$ cat src/rtl/dma_slot_sequencer_if.sv
// Control/handshake bundle between the bank0/bank1 register side, the AXI-Lite
// write master and the slot sequencer.
interface dma_slot_sequencer_if #(
  parameter int BANK1_INDEX_WIDTH   = 2,
  parameter int BANK1_STATUS_WIDTH  = 2,
  parameter int BANK1_PROFILE_WIDTH = 32,
  parameter int DMA_INIT_TASK_CNT   = 6
);
  logic                           ctrl_start;
  logic                           ctrl_stop;
  logic [BANK1_INDEX_WIDTH-1:0]   ctrl_last_slot;
  logic                           dma_done;
  logic [DMA_INIT_TASK_CNT-1:0]   slaveInit;
  logic [DMA_INIT_TASK_CNT-1:0]   slaveFinInit;
  logic [BANK1_INDEX_WIDTH-1:0]   cur_slot;
  logic                           slot_wr_en;
  logic [BANK1_STATUS_WIDTH-1:0]  slot_wr_status;
  logic [BANK1_PROFILE_WIDTH-1:0] slot_wr_profile;
  logic                           seq_busy;
  logic                           seq_done;

  // Sequencer side.
  modport master (
    input  ctrl_start, ctrl_stop, ctrl_last_slot, dma_done, slaveFinInit,
    output slaveInit, cur_slot, slot_wr_en, slot_wr_status, slot_wr_profile,
           seq_busy, seq_done
  );

  // Register file / write master side.
  modport slave (
    output ctrl_start, ctrl_stop, ctrl_last_slot, dma_done, slaveFinInit,
    input  slaveInit, cur_slot, slot_wr_en, slot_wr_status, slot_wr_profile,
           seq_busy, seq_done
  );
endinterface

$ cat src/rtl/dma_slot_sequencer.sv
// Walks bank1 slots 0..last: issues the six DMA-init write tasks one-hot, waits
// for S2MM completion, then writes status and cycle profile back to the slot.
module dma_slot_sequencer #(
  parameter int BANK1_INDEX_WIDTH   = 2,
  parameter int BANK1_STATUS_WIDTH  = 2,
  parameter int BANK1_PROFILE_WIDTH = 32,
  parameter int DMA_INIT_TASK_CNT   = 6,
  parameter int DONE_TIMEOUT        = 1000000
) (
  input logic                  clk,
  input logic                  reset,
  dma_slot_sequencer_if.master bus
);

  localparam int TO_WIDTH = ($clog2(DONE_TIMEOUT) > 0) ? $clog2(DONE_TIMEOUT) : 1;
  localparam logic [TO_WIDTH-1:0] TO_LAST = TO_WIDTH'(DONE_TIMEOUT - 1);

  // S2MM tasks (bits 3..5) go out before MM2S (bits 0..2): rotate left from bit 3.
  localparam logic [DMA_INIT_TASK_CNT-1:0] FIRST_TASK = DMA_INIT_TASK_CNT'(1) << 3;
  localparam logic [DMA_INIT_TASK_CNT-1:0] LAST_TASK  = DMA_INIT_TASK_CNT'(1) << 2;

  localparam logic [BANK1_STATUS_WIDTH-1:0] ST_OK      = BANK1_STATUS_WIDTH'(2'b10);
  localparam logic [BANK1_STATUS_WIDTH-1:0] ST_TIMEOUT = BANK1_STATUS_WIDTH'(2'b11);
  localparam logic [BANK1_STATUS_WIDTH-1:0] ST_ABORT   = BANK1_STATUS_WIDTH'(2'b01);

  typedef enum logic [2:0] {IDLE, INIT, WAIT_DMA, WRITEBACK, NEXT} state_t;

  state_t                         state;
  logic [BANK1_INDEX_WIDTH-1:0]   last_slot;
  logic                           stop_pending;
  logic                           aborted;
  logic [BANK1_PROFILE_WIDTH-1:0] prof;
  logic [TO_WIDTH-1:0]            to_cnt;

  logic [BANK1_PROFILE_WIDTH-1:0] prof_inc;
  logic [DMA_INIT_TASK_CNT-1:0]   task_next;
  logic                           fin_hit;
  logic                           last_reached;

  assign prof_inc     = (&prof) ? prof : prof + BANK1_PROFILE_WIDTH'(1);
  assign task_next    = {bus.slaveInit[DMA_INIT_TASK_CNT-2:0], bus.slaveInit[DMA_INIT_TASK_CNT-1]};
  assign fin_hit      = (bus.slaveInit != '0) && (bus.slaveFinInit == bus.slaveInit);
  assign last_reached = (bus.cur_slot == last_slot);

  // NOTE: every output is a register cleared by the async reset, so slaveInit
  // drops the moment reset asserts instead of waiting for a clock edge.
  always_ff @(posedge clk or negedge reset) begin
    if (!reset) begin
      state               <= IDLE;
      last_slot           <= '0;
      stop_pending        <= 1'b0;
      aborted             <= 1'b0;
      prof                <= '0;
      to_cnt              <= '0;
      bus.slaveInit       <= '0;
      bus.cur_slot        <= '0;
      bus.slot_wr_en      <= 1'b0;
      bus.slot_wr_status  <= '0;
      bus.slot_wr_profile <= '0;
      bus.seq_busy        <= 1'b0;
      bus.seq_done        <= 1'b0;
    end else begin
      // NOTE: strobes default low each cycle; only the branches below raise them.
      bus.slot_wr_en <= 1'b0;
      bus.seq_done   <= 1'b0;

      unique case (state)
        IDLE: begin
          if (bus.ctrl_start) begin
            last_slot     <= bus.ctrl_last_slot;
            stop_pending  <= bus.ctrl_stop;
            aborted       <= 1'b0;
            prof          <= '0;
            bus.cur_slot  <= '0;
            bus.slaveInit <= FIRST_TASK;
            bus.seq_busy  <= 1'b1;
            state         <= INIT;
          end
        end

        INIT: begin
          prof <= prof_inc;
          if (bus.ctrl_stop) stop_pending <= 1'b1;
          // An issued write is never withdrawn; stop only takes effect at its fin.
          if (fin_hit) begin
            if (stop_pending || bus.ctrl_stop) begin
              bus.slaveInit       <= '0;
              aborted             <= 1'b1;
              bus.slot_wr_en      <= 1'b1;
              bus.slot_wr_status  <= ST_ABORT;
              bus.slot_wr_profile <= prof_inc;
              state               <= WRITEBACK;
            end else if (bus.slaveInit == LAST_TASK) begin
              bus.slaveInit <= '0;
              to_cnt        <= '0;
              state         <= WAIT_DMA;
            end else begin
              bus.slaveInit <= task_next;
            end
          end
        end

        WAIT_DMA: begin
          prof <= prof_inc;
          if (bus.dma_done || bus.ctrl_stop || (to_cnt == TO_LAST)) begin
            bus.slot_wr_en      <= 1'b1;
            bus.slot_wr_profile <= prof_inc;
            state               <= WRITEBACK;
            if (bus.dma_done) begin
              bus.slot_wr_status <= ST_OK;
            end else if (bus.ctrl_stop) begin
              bus.slot_wr_status <= ST_ABORT;
              aborted            <= 1'b1;
            end else begin
              bus.slot_wr_status <= ST_TIMEOUT;
            end
          end else begin
            to_cnt <= to_cnt + TO_WIDTH'(1);
          end
        end

        WRITEBACK: begin
          if (aborted || bus.ctrl_stop || last_reached) bus.seq_done <= 1'b1;
          if (bus.ctrl_stop) aborted <= 1'b1;
          state <= NEXT;
        end

        NEXT: begin
          if (aborted || last_reached) begin
            bus.seq_busy <= 1'b0;
            state        <= IDLE;
          end else begin
            bus.cur_slot  <= bus.cur_slot + BANK1_INDEX_WIDTH'(1);
            prof          <= '0;
            stop_pending  <= 1'b0;
            bus.slaveInit <= FIRST_TASK;
            state         <= INIT;
          end
        end

        default: state <= IDLE;
      endcase
    end
  end

endmodule

$ cat src/flat_wrapper.sv
// flat-port wrapper written by rule: the top's interface ports become plain ports
module dma_slot_sequencer_flat 
#(
  parameter int BANK1_INDEX_WIDTH   = 2,
  parameter int BANK1_STATUS_WIDTH  = 2,
  parameter int BANK1_PROFILE_WIDTH = 32,
  parameter int DMA_INIT_TASK_CNT   = 6,
  parameter int DONE_TIMEOUT        = 1000000
)
  (clk, reset, bus_ctrl_start, bus_ctrl_stop, bus_ctrl_last_slot, bus_dma_done, bus_slaveFinInit, bus_slaveInit, bus_cur_slot, bus_slot_wr_en, bus_slot_wr_status, bus_slot_wr_profile, bus_seq_busy, bus_seq_done);
  dma_slot_sequencer_if #(.BANK1_INDEX_WIDTH(BANK1_INDEX_WIDTH), .BANK1_STATUS_WIDTH(BANK1_STATUS_WIDTH), .BANK1_PROFILE_WIDTH(BANK1_PROFILE_WIDTH), .DMA_INIT_TASK_CNT(DMA_INIT_TASK_CNT)) bus_i ();
  input logic clk;
  input logic reset;
  input wire logic [$bits(bus_i.ctrl_start)-1:0] bus_ctrl_start;
  input wire logic [$bits(bus_i.ctrl_stop)-1:0] bus_ctrl_stop;
  input wire logic [$bits(bus_i.ctrl_last_slot)-1:0] bus_ctrl_last_slot;
  input wire logic [$bits(bus_i.dma_done)-1:0] bus_dma_done;
  input wire logic [$bits(bus_i.slaveFinInit)-1:0] bus_slaveFinInit;
  output wire logic [$bits(bus_i.slaveInit)-1:0] bus_slaveInit;
  output wire logic [$bits(bus_i.cur_slot)-1:0] bus_cur_slot;
  output wire logic [$bits(bus_i.slot_wr_en)-1:0] bus_slot_wr_en;
  output wire logic [$bits(bus_i.slot_wr_status)-1:0] bus_slot_wr_status;
  output wire logic [$bits(bus_i.slot_wr_profile)-1:0] bus_slot_wr_profile;
  output wire logic [$bits(bus_i.seq_busy)-1:0] bus_seq_busy;
  output wire logic [$bits(bus_i.seq_done)-1:0] bus_seq_done;
  assign bus_i.ctrl_start = bus_ctrl_start;
  assign bus_i.ctrl_stop = bus_ctrl_stop;
  assign bus_i.ctrl_last_slot = bus_ctrl_last_slot;
  assign bus_i.dma_done = bus_dma_done;
  assign bus_i.slaveFinInit = bus_slaveFinInit;
  assign bus_slaveInit = bus_i.slaveInit;
  assign bus_cur_slot = bus_i.cur_slot;
  assign bus_slot_wr_en = bus_i.slot_wr_en;
  assign bus_slot_wr_status = bus_i.slot_wr_status;
  assign bus_slot_wr_profile = bus_i.slot_wr_profile;
  assign bus_seq_busy = bus_i.seq_busy;
  assign bus_seq_done = bus_i.seq_done;
  dma_slot_sequencer #(.BANK1_INDEX_WIDTH(BANK1_INDEX_WIDTH), .BANK1_STATUS_WIDTH(BANK1_STATUS_WIDTH), .BANK1_PROFILE_WIDTH(BANK1_PROFILE_WIDTH), .DMA_INIT_TASK_CNT(DMA_INIT_TASK_CNT), .DONE_TIMEOUT(DONE_TIMEOUT)) u_core (.clk(clk), .reset(reset), .bus(bus_i));
endmodule
$ cat config.mk
export PLATFORM = sky130hd
export DESIGN_NAME = dma_slot_sequencer_flat
export DESIGN_NICKNAME = d
export VERILOG_FILES = /design/src/rtl/dma_slot_sequencer_if.sv /design/src/rtl/dma_slot_sequencer.sv /design/src/flat_wrapper.sv
export SDC_FILE = /design/constraint.sdc
export NUM_CORES = 1
export LEC_CHECK = 0
export BUFFER_PORTS_ARGS = -buffer_cell sky130_fd_sc_hd__buf_2
export CORE_UTILIZATION = 49
export CTS_CLUSTER_SIZE = 8
export DETAILED_ROUTE_END_ITERATION = 16
export GPL_ROUTABILITY_DRIVEN = 0
export PLACE_DENSITY = 0.68
export SLEW_MARGIN = 20
export SYNTH_ARGS = -nofsm -noshare
export SYNTH_HDL_FRONTEND = slang
export SYNTH_SLANG_ARGS = --single-unit
$ cat constraint.sdc
create_clock -name clk -period 7.45 [get_ports clk]
set_input_delay 1.8625 -clock clk [delete_from_list [all_inputs] [get_ports clk]]
set_output_delay 1.8625 -clock clk [all_outputs]
set_load 0.05 [all_outputs]
[Yosys cells after proc, flatten, opt, wreduce, memory -nomap -nowiden]
Index checks and enable logic that the tools add are counted.
Storage, ports and cells
  bits in latches: 0
  ROM bits: 0
  word-level logic and storage cells: 117
  bits of input ports: 13
  output and inout port bits: 45
  memories kept: 0
  register bits: 104
  memory bits (writable): 0
Cells by class
  add/subtract/negate cells: 3
  $lt $le $gt $ge: 0
  reduce and logical (&&, ||, !) cells: 26
  divide/modulo/power cells: 0
  equality and inequality tests: 20
  bitwise gates (word level): 0
  multiply operators: 0
  shift operators: 0
  muxes and demuxes: 55
Operators with widths (number)
  $mux W32: 6
  $pmux W32 S3: 1
  $mux W20: 4
  $pmux W32 S2: 1
  $pmux W20 S2: 1
  $add A32 B1 Y32 const B: 1
  $reduce_and A32 Y1: 1
  $mux W6: 5
  $add A20 B1 Y20 const B: 1
  $eq A20 B20 Y1 const B: 1
  $pmux W6 S3: 1
  $mux W1: 17
  $reduce_and A4 Y1: 4
  $mux W3: 5
  $pmux W3 S5: 1
  $mux W2: 7
  $ne A2 B2 Y1 const B: 6
  $ne A2 B1 Y1 const B: 5
  $reduce_and A3 Y1: 3
  $pmux W2 S2: 2
  $eq A3 B2 Y1 const B: 2
  $eq A6 B3 Y1 const B: 1
  $eq A6 B6 Y1: 1
  $logic_or A1 B1 Y1: 6
  other kinds (18): 21

[Logic depth before layout (Yosys ltp)]
Gate-level depths: netlist of run 1.
  depth in word-level cells: 5
  mapped depth: 9
  mapped depth without buffers: 7

[Worst setup path before layout of run 1]
OpenSTA, ideal clock, no wires.
  path kind: input -> register
  from: in bus_slaveFinInit[4]
  to: reg u_core.to_cnt[12]
  buffers on the path: 1
  stages on the path: 6
  library setup time: 0.137 ns
  data required time: 7.313 ns
  arrival: 3.345 ns
  slack: 3.968 ns
  path through: xor2_1 > nor3_1 > a41oi_1 > nor3_2 > clkbuf_1 > a31oi_1
On the way
  word-level cells in the longest chain between the ends: 4
RTL lines
  from (decl): line flat_wrapper.sv:18  | input wire logic [$bits(bus_i.slaveFinInit)-1:0] bus_slaveFinInit;
  $eq A6 B6 Y1: line dma_slot_sequencer.sv:42  | assign fin_hit = (bus.slaveInit != '0) && (bus.slaveFinInit == bus.slaveInit);
  $logic_and A1 B1 Y1: line dma_slot_sequencer.sv:42
  $ne A2 B1 Y1 (no line)
  $reduce_and A5 Y1 (no line)
  to (signal assigned): line dma_slot_sequencer.sv:118  | to_cnt <= to_cnt + TO_WIDTH'(1);
  to (decl): line dma_slot_sequencer.sv:33  | logic [TO_WIDTH-1:0] to_cnt;
No other way between the ends.
A chain may end at the register's enable or synchronous reset.

[Worst setup path in the final report of run 1]
  from: in bus_slaveFinInit[2]
  to: reg u_core.bus.slot_wr_profile[16]
On the way
  word-level cells in the longest chain between the ends: 4
RTL lines
  $eq A6 B6 Y1: line dma_slot_sequencer.sv:42
  $logic_and A1 B1 Y1: line dma_slot_sequencer.sv:42
  $ne A2 B1 Y1 (no line)
  $reduce_and A4 Y1 (no line)
  to (signal assigned): line dma_slot_sequencer.sv:91  | bus.slot_wr_profile <= prof_inc;
  to (signal assigned): line dma_slot_sequencer.sv:107  | bus.slot_wr_profile <= prof_inc;
  to (decl): line dma_slot_sequencer_if.sv:25  | output slaveInit, cur_slot, slot_wr_en, slot_wr_status, slot_wr_profile,
No other way between the ends.

==> results of run 1 <==
[critical path: stages]
cell	delay, ns
buf_2	0.11
xnor2_1	0.12
o41a_1	0.14
and4_1	0.39
nor2_1	0.39
clkinv_1	0.90
mux2_2	0.58
[cell families (layout without fill, tap and decap cells)]
logic type | count (synthesis) | after routing | share of synthesized area
xor gates and xnor gates | 20 | 20 | 0.0291
and+or+nand+nor | 251 | 251 | 0.232
adders and majority gates | 2 | 2 | 0.00416
AOI/OAI and AO/OA | 196 | 196 | 0.215
muxes | 21 | 21 | 0.0379
DFF | 104 | 104 | 0.433
buffers and inverters | 69 | 101 | 0.0481
[synth_stat cells, types with 12 or more instances]
cell type and number:
inv_1 23, and3_1 12, o21ai_0 48, nor2_1 23
or3_1 16, dfrtp_1 104, mux2_2 14, nor3_1 30
nor4_1 17, nand4_1 18, nand2_1 53, nand3_1 38
a31oi_1 47, clkbuf_1 32, a21oi_1 26, xnor2_1 13
[through the flow]
stage	cells	utilization	hold WS, ns	instance area [µm²]
2_1_floorplan	663	-	0.442	6010
3_3_place_gp	826	0.529	0.462	6320
3_5_place_dp	826	0.529	0.477	6330
4_1_cts	842	0.557	0.489	6660
5_1_grt	842	0.558	0.518	6680
6_report	842	0.558	0.485	6680
[how the worst max path moves through the flow]
stage	to	slack, ns	cells after the start
2_1_floorplan	u_core.to_cnt[12]	3.97	6
3_3_place_gp	u_core.bus.slot_wr_profile[16]	2.86	7
3_5_place_dp	u_core.bus.slot_wr_profile[28]	2.74	7
4_1_cts	u_core.bus.slot_wr_profile[28]	3.12	7
5_1_grt	u_core.bus.slot_wr_profile[24]	2.92	7
6_report	u_core.bus.slot_wr_profile[16]	3.16	7
[cell type report]
class	instances	area, µm²
multi-input combinational	490	3150
timing repair buffer	62	325
inverter	23	86.3
tap	147	184
clock buffer	11	253
sequential	104	2600
fill	1098	5280
clock inverter	5	78.8
[registers in the layout (all words and copies together) (netlist names)]
name	flops
u_core.stop_pending	1
u_core.bus.slot_wr_en	1
u_core.state	3
u_core.bus.slot_wr_status	2
u_core.to_cnt	20
u_core.aborted	1
u_core.last_slot	2
u_core.bus.cur_slot	2
u_core.prof	32
u_core.bus.seq_done	1
u_core.bus.slaveInit	6
u_core.bus.slot_wr_profile	32
u_core.bus.seq_busy	1
[per-layer routing]
metal / vias to the layer above / global-route usage / wire length (µm)
met3: 16 / 0.0568 / 846
met1: 2696 / 0.366 / 7420
li1: 2588 / - / -
met5: - / 0 / 0
met2: 168 / 0.405 / 7130
met4: 0 / 0.0684 / 212
[cell usage in the layout (no fill, tap or decap), types with 3 or more instances in the layout]
master     instances
buf_2             56
nor4_1            17
nand2_1           53
o21ai_0           48
o41ai_1            4
xor2_1             7
and3_1            12
and4_1             5
a31oi_1           47
o31ai_1           10
o211ai_1           4
nor3b_1            6
or4_1             11
inv_1             22
nor3_1            29
o311ai_0           6
clkbuf_16          9
a21oi_1           26
or3_1             16
a31o_2             4
dfrtp_1          104
nand3_1           38
mux2_2            14
buf_4              6
mux2i_1            7
a2bb2oi_1          8
nand4_1           18
nor2_1            22
nand2b_1           3
xnor2_1           13
a21boi_0           3
a21o_1             6
and2_1             4
a41oi_1            8
[power groups by stage]
stage                     logic, W  registers (W)  clock network (W)
after floorplan           0.000425        0.00103                  0
after global placement    0.000810       0.000849                  0
after detailed placement  0.000825       0.000854                  0
after CTS                 0.000828       0.000845           0.000537
after global routing      0.000900       0.000870           0.000555
final                     0.000832       0.000847           0.000531
==> flow_metrics.py, run 1 <==
metrics = {
    "power": {
        "finalPower_w": 0.00221,
        "p_switching_w": 0.000962,
        "peakVddDrop_mv": 0.202,
        "clockPowerShare": 0.240,
        "sequentialPowerShare": 0.383,
        "p_int_w": 0.00125,
        "leakage_nw": 2.69,
        "power_density_mw_per_mm2": 331,
        "p_sw_frac": 0.436,
        "power_frac_comb": 0.376,
    },
    "global_routing": {
        "grt_pass1_wl_um": 26200,
        "first_global_vias": 5055,
        "grt_max_degree": 55,
        "gr-usage-all-layers": 0.259,
        "grt-ovfl-total": 0,
        "antenna_found_initial": 0,
    },
    "routing": {
        "wl_um": 15600,
        "route.detailed.drc": 0,
        "dr_total_vias": 5468,
        "viasPerCell": 6.49,
        "wl_per_cell_um": 18.5,
        "drtIter0Drc": 327,
        "firstDrtPassIters": 5,
        "ant_nets": 0,
    },
    "cts": {
        "ctsLongestPathBuffers": 2,
        "cts_tree": "done",
        "postCtsSetupBuffers": 0,
        "insertion_delay_ns": 0.36,
        "cts_htree_levels": 3,
        "clock-sinks": 104,
        "cts_buffers": 9,
        "clkTransAtPathRegs_ns": 0.07,
        "cts-resized-gates": 0,
        "holdBufCountCts": 0,
        "cts_root_buf": "clkbuf_16",
    },
    "floorplan": {
        "die-area_mm2": 0.0127,
        "die_h_um": 113,
        "die_w_um": 113,
        "row_count": 40,
        "core_mm2": 0.0120,
        "start_util": 0.502,
        "boundaryPins": 58,
    },
    "timing": {
        "drv_slew": 0,
        "hold_viol": 0,
        "fin_crit_ns": 4.29,
        "max_slew_margin": 0.325,
        "max_freq_ghz": 0.233,
        "setup_violations": 0,
        "fin_crit_sh": 0.575,
        "worst_pin_slew_ns": 1.01,
        "final.setup.tns_ns": 0,
        "clock_skew_ns": 0.00807,
        "rsz0062_at_grt": "no",
        "setup_slack_ns": 3.16,
    },
    "setup_path": {
        "start_kind": "primary input",
        "cp-startpoint": "bus_slaveFinInit[2]",
        "critPathKind": "primary input to flop",
        "r2r_setup_slack_ns": 3.85,
        "rr_worst_depth": 6,
        "arrival_ns": 4.52,
        "worstReg2RegStart": "u_core.bus.slaveInit[1]",
        "worst_r2r_endpoint": "u_core.bus.slot_wr_profile[16]",
        "crit_fanout": 29,
        "end_kind": "flop",
        "cp_data_required_time_ns": 7.69,
    },
    "synth": {
        "synthFlopType": "dfrtp_1",
        "avgSynthCellArea_um2": 9.06,
        "yosysTopAreaCell": "dfrtp_1",
        "synth_top_area_frac": 0.433,
        "synth.distinct_cells": 66,
        "synth_edf_count": 0,
        "syn_nets": 678,
        "synthArstFlopShare": 1.00,
        "ys_ff_latch": 104,
        "synth_cells": 663,
        "synth_area_mm2": 0.00601,
        "yosys_warnings": 0,
        "ys_top_cells_by_area": "dfrtp_1, a31oi_1, o21ai_0, nand2_1, nand3_1",
        "ys_seq_area_frac": 0.433,
    },
    "placed_design": {
        "hpwl_um": 10500,
        "dp_slack_ns": 2.74,
        "io_buffer_count": 57,
    },
    "finish": {
        "nNetsFinal": 705,
        "area_growth_pct": 11.1,
        "drive_above_1_share": 0.157,
        "diodes": 0,
    },
    "worst_hold_path": {
        "hp-class": "flop to flop",
        "holdPathEnd": "u_core.to_cnt[19]",
        "hold_start": "u_core.to_cnt[19]",
        "holdPathStages": 1,
    },
    "flow_run": {
        "maxCapViolations": 0,
    },
    "outcome": {
        "outcome": "finished, final reports clean",
    },
}
(Power assumes the default switching activity.)
==> run 2, diff against run 1 <==
--- a/config.mk
+++ b/config.mk
@@ -5,12 +5,13 @@
 export SDC_FILE = /design/constraint.sdc
 export NUM_CORES = 1
 export LEC_CHECK = 0
+export ABC_AREA = 1
 export BUFFER_PORTS_ARGS = -buffer_cell sky130_fd_sc_hd__buf_2
 export CORE_UTILIZATION = 49
 export CTS_CLUSTER_SIZE = 8
 export DETAILED_ROUTE_END_ITERATION = 16
 export GPL_ROUTABILITY_DRIVEN = 0
-export PLACE_DENSITY = 0.68
+export PLACE_DENSITY = 0.7
 export SLEW_MARGIN = 20
 export SYNTH_ARGS = -nofsm -noshare
 export SYNTH_HDL_FRONTEND = slang
==> constraint.sdc (replaced) <==
create_clock -name clk -period 3.8 [get_ports clk]
set_input_delay 0.95 -clock clk [delete_from_list [all_inputs] [get_ports clk]]
set_output_delay 0.95 -clock clk [all_outputs]
set_load 0.05 [all_outputs]
==> flow_metrics.py, run 2 <==
metrics = {
    "outcome": {
        "outcome": "finished, final reports clean",
    },
    "power": {
        "peakVddDrop_mv": 0.462,
        "leakage_nw": 3.44,
        "finalPower_w": 0.00491,
        "power_density_mw_per_mm2": 713,
    },
    "synth": {
        "synth_area_mm2": 0.00622,
        "synth-xor-area-share": 0.0141,
        "yosysMostFrequentCell": "nand2_1",
        "yosys_warnings": 0,
        "yosysTopAreaCell": "dfrtp_1",
        "synth.distinct_cells": 35,
        "ys_top_cells_by_area": "dfrtp_1, nand2_1, nand3_1, inv_1, nor2_1",
        "synth_edf_count": 0,
        "netlist_top_cells_count": "nand2_1, dfrtp_1, nand3_1",
        "synth_cells": 885,
        "synth-simple-area-share": 0.386,
        "muxShareOfSynthArea": 0.00362,
        "synthArstFlopShare": 1.00,
        "syn_nets": 900,
        "ys_ff_latch": 104,
        "synth_compound_area_frac": 0.0910,
        "synth_top_family_by_area": "simple AND/OR/NAND/NOR gates",
        "synthAdderAreaFrac": 0.00402,
        "avgSynthCellArea_um2": 7.03,
        "ys_seq_area_frac": 0.419,
        "synth_top_area_frac": 0.419,
        "synthFlopType": "dfrtp_1",
    },
    "global_routing": {
        "grt_pass1_wl_um": 25500,
        "grt-ovfl-total": 0,
        "grt_max_degree": 66,
        "first_global_vias": 5211,
        "antenna_found_initial": 0,
        "gr-usage-all-layers": 0.248,
    },
    "floorplan": {
        "boundaryPins": 58,
        "start_util": 0.509,
        "core_mm2": 0.0122,
        "die_h_um": 115,
        "die-area_mm2": 0.0131,
        "die_w_um": 115,
        "row_count": 40,
    },
    "routing": {
        "drtIter0Drc": 440,
        "wl_um": 14900,
        "viasPerCell": 5.10,
        "ant_nets": 0,
        "wl_per_cell_um": 13.5,
        "firstDrtPassIters": 6,
        "route.detailed.drc": 0,
        "dr_total_vias": 5640,
    },
    "timing": {
        "final.setup.tns_ns": 0,
        "max_slew_margin": 0.555,
        "worst_pin_slew_ns": 0.665,
        "clock_skew_ns": 0.00875,
        "hold_viol": 0,
        "setup_violations": 0,
        "drv_slew": 0,
        "whs_ns": 0.499,
        "fin_crit_ns": 2.35,
        "max_freq_ghz": 0.426,
        "rsz0062_at_grt": "no",
        "fin_crit_sh": 0.618,
    },
    "cts": {
        "cts-resized-gates": 0,
        "insertion_delay_ns": 0.36,
        "clkTransAtPathRegs_ns": 0.07,
        "cts_root_buf": "clkbuf_16",
        "postCtsSetupBuffers": 0,
        "cts_htree_levels": 3,
        "holdBufCountCts": 0,
        "cts_buffers": 9,
        "clock-sinks": 104,
        "ctsLongestPathBuffers": 2,
        "cts_tree": "done",
    },
    "setup_path": {
        "arrival_ns": 2.64,
        "critPathKind": "flop to flop",
        "crit_fanout": 21,
        "end_kind": "flop",
        "cp_data_required_time_ns": 4.09,
        "start_kind": "flop",
    },
    "finish": {
        "multi_input_area_mm2": 0.00310,
        "largestRegisters": "u_core.bus.slot_wr_profile: 32 flops, u_core.prof: 32 flops, u_core.to_cnt: 20 flops",
        "area_growth_pct": 10.6,
        "diodes": 0,
        "drive_above_1_share": 0.132,
        "nNetsFinal": 947,
        "fin_util": 0.563,
        "mostFrequentLayoutCells": "nand2_1, dfrtp_1, nand3_1",
        "fill_cells": 1228,
        "layout_commonest_cell": "nand2_1",
        "final_cell_count_no_fill": 1105,
        "ff_latch_area_mm2": 0.00260,
    },
    "worst_hold_path": {
        "hp-class": "flop to flop",
    },
    "placed_design": {
        "io_buffer_count": 57,
        "dp_cells": 1089,
        "hpwl_um": 10600,
    },
    "flow_run": {
        "maxCapViolations": 0,
    },
}
-- run 2: cell count changes after synthesis, sizes merged, moves of 19 or more --
cell and change:
nor2 +71, a31oi -46, clkbuf -28, nand3 +62
o21bai +19, inv +70, nand2 +280
-- run 2: layout make-up --
type,instances,area share
multi-input combinational,662,0.451
sequential,104,0.378
inverter,93,0.0507
timing repair buffer,62,0.0491
clock buffer,12,0.0358
tap,168,0.0306
clock inverter,4,0.00437
-- run 2: kinds of logic (layout without fill, tap and decap cells) --
kind of cell	after synthesis	in the layout
adders and majority gates	2	2
buffers and inverters	119	171
muxes	2	2
and+or+nand+nor	561	561
AOI/OAI and AO/OA	87	87
DFF	104	104
xor gates and xnor gates	10	10
-- run 2: layer usage --
metal,GRT usage,wire length [µm]
met5,0,0
met4,0.0797,226
met3,0.0381,795
met2,0.370,6450
met1,0.369,7440
-- run 2: critical path, stage by stage, from the launching register on --
cell     delay, ns
dfrtp_1       0.43
inv_2         0.07
nor2_1        0.08
inv_1         0.07
nor2_2        0.32
inv_2         0.19
nand2_2       0.34
nand2_4       0.25
nor2_8        0.31
nand2_1       0.11
nand2_1       0.09
-- run 2: metrics by stage --
| stage | instance area [µm²] | setup WS (ns) |
|---|---|---|
| global route | 6880 | 1.25 |
| global placement | 6600 | 1.26 |
| finish | 6880 | 1.45 |
| floorplan | 6220 | 1.76 |
| detailed placement | 6600 | 1.18 |
| CTS | 6880 | 1.46 |
-- run 2: power breakdown --
| group | switching, W | total, W | internal, W | leakage, nW |
|---|---|---|---|---|
| Sequential | 0.000275 | 0.00170 | 0.00143 | 1.41 |
| Clock | 0.000423 | 0.000887 | 0.000463 | 0.121 |
| Combinational | 0.00176 | 0.00232 | 0.000560 | 1.91 |
-- run 2: worst paths after layout --
check	cells past startpoint	to	from	slack [ns]
max	10	u_core.to_cnt[15]	u_core.state[1]	1.45
min	2	u_core.stop_pending	u_core.stop_pending	0.50
max reg2reg	10	u_core.to_cnt[15]	u_core.state[1]	1.45
min reg2reg	2	u_core.stop_pending	u_core.stop_pending	0.50
max in group asynchronous	2	u_core.prof[14]	reset	2.49
min in group asynchronous	1	u_core.bus.slot_wr_profile[4]	reset	0.57
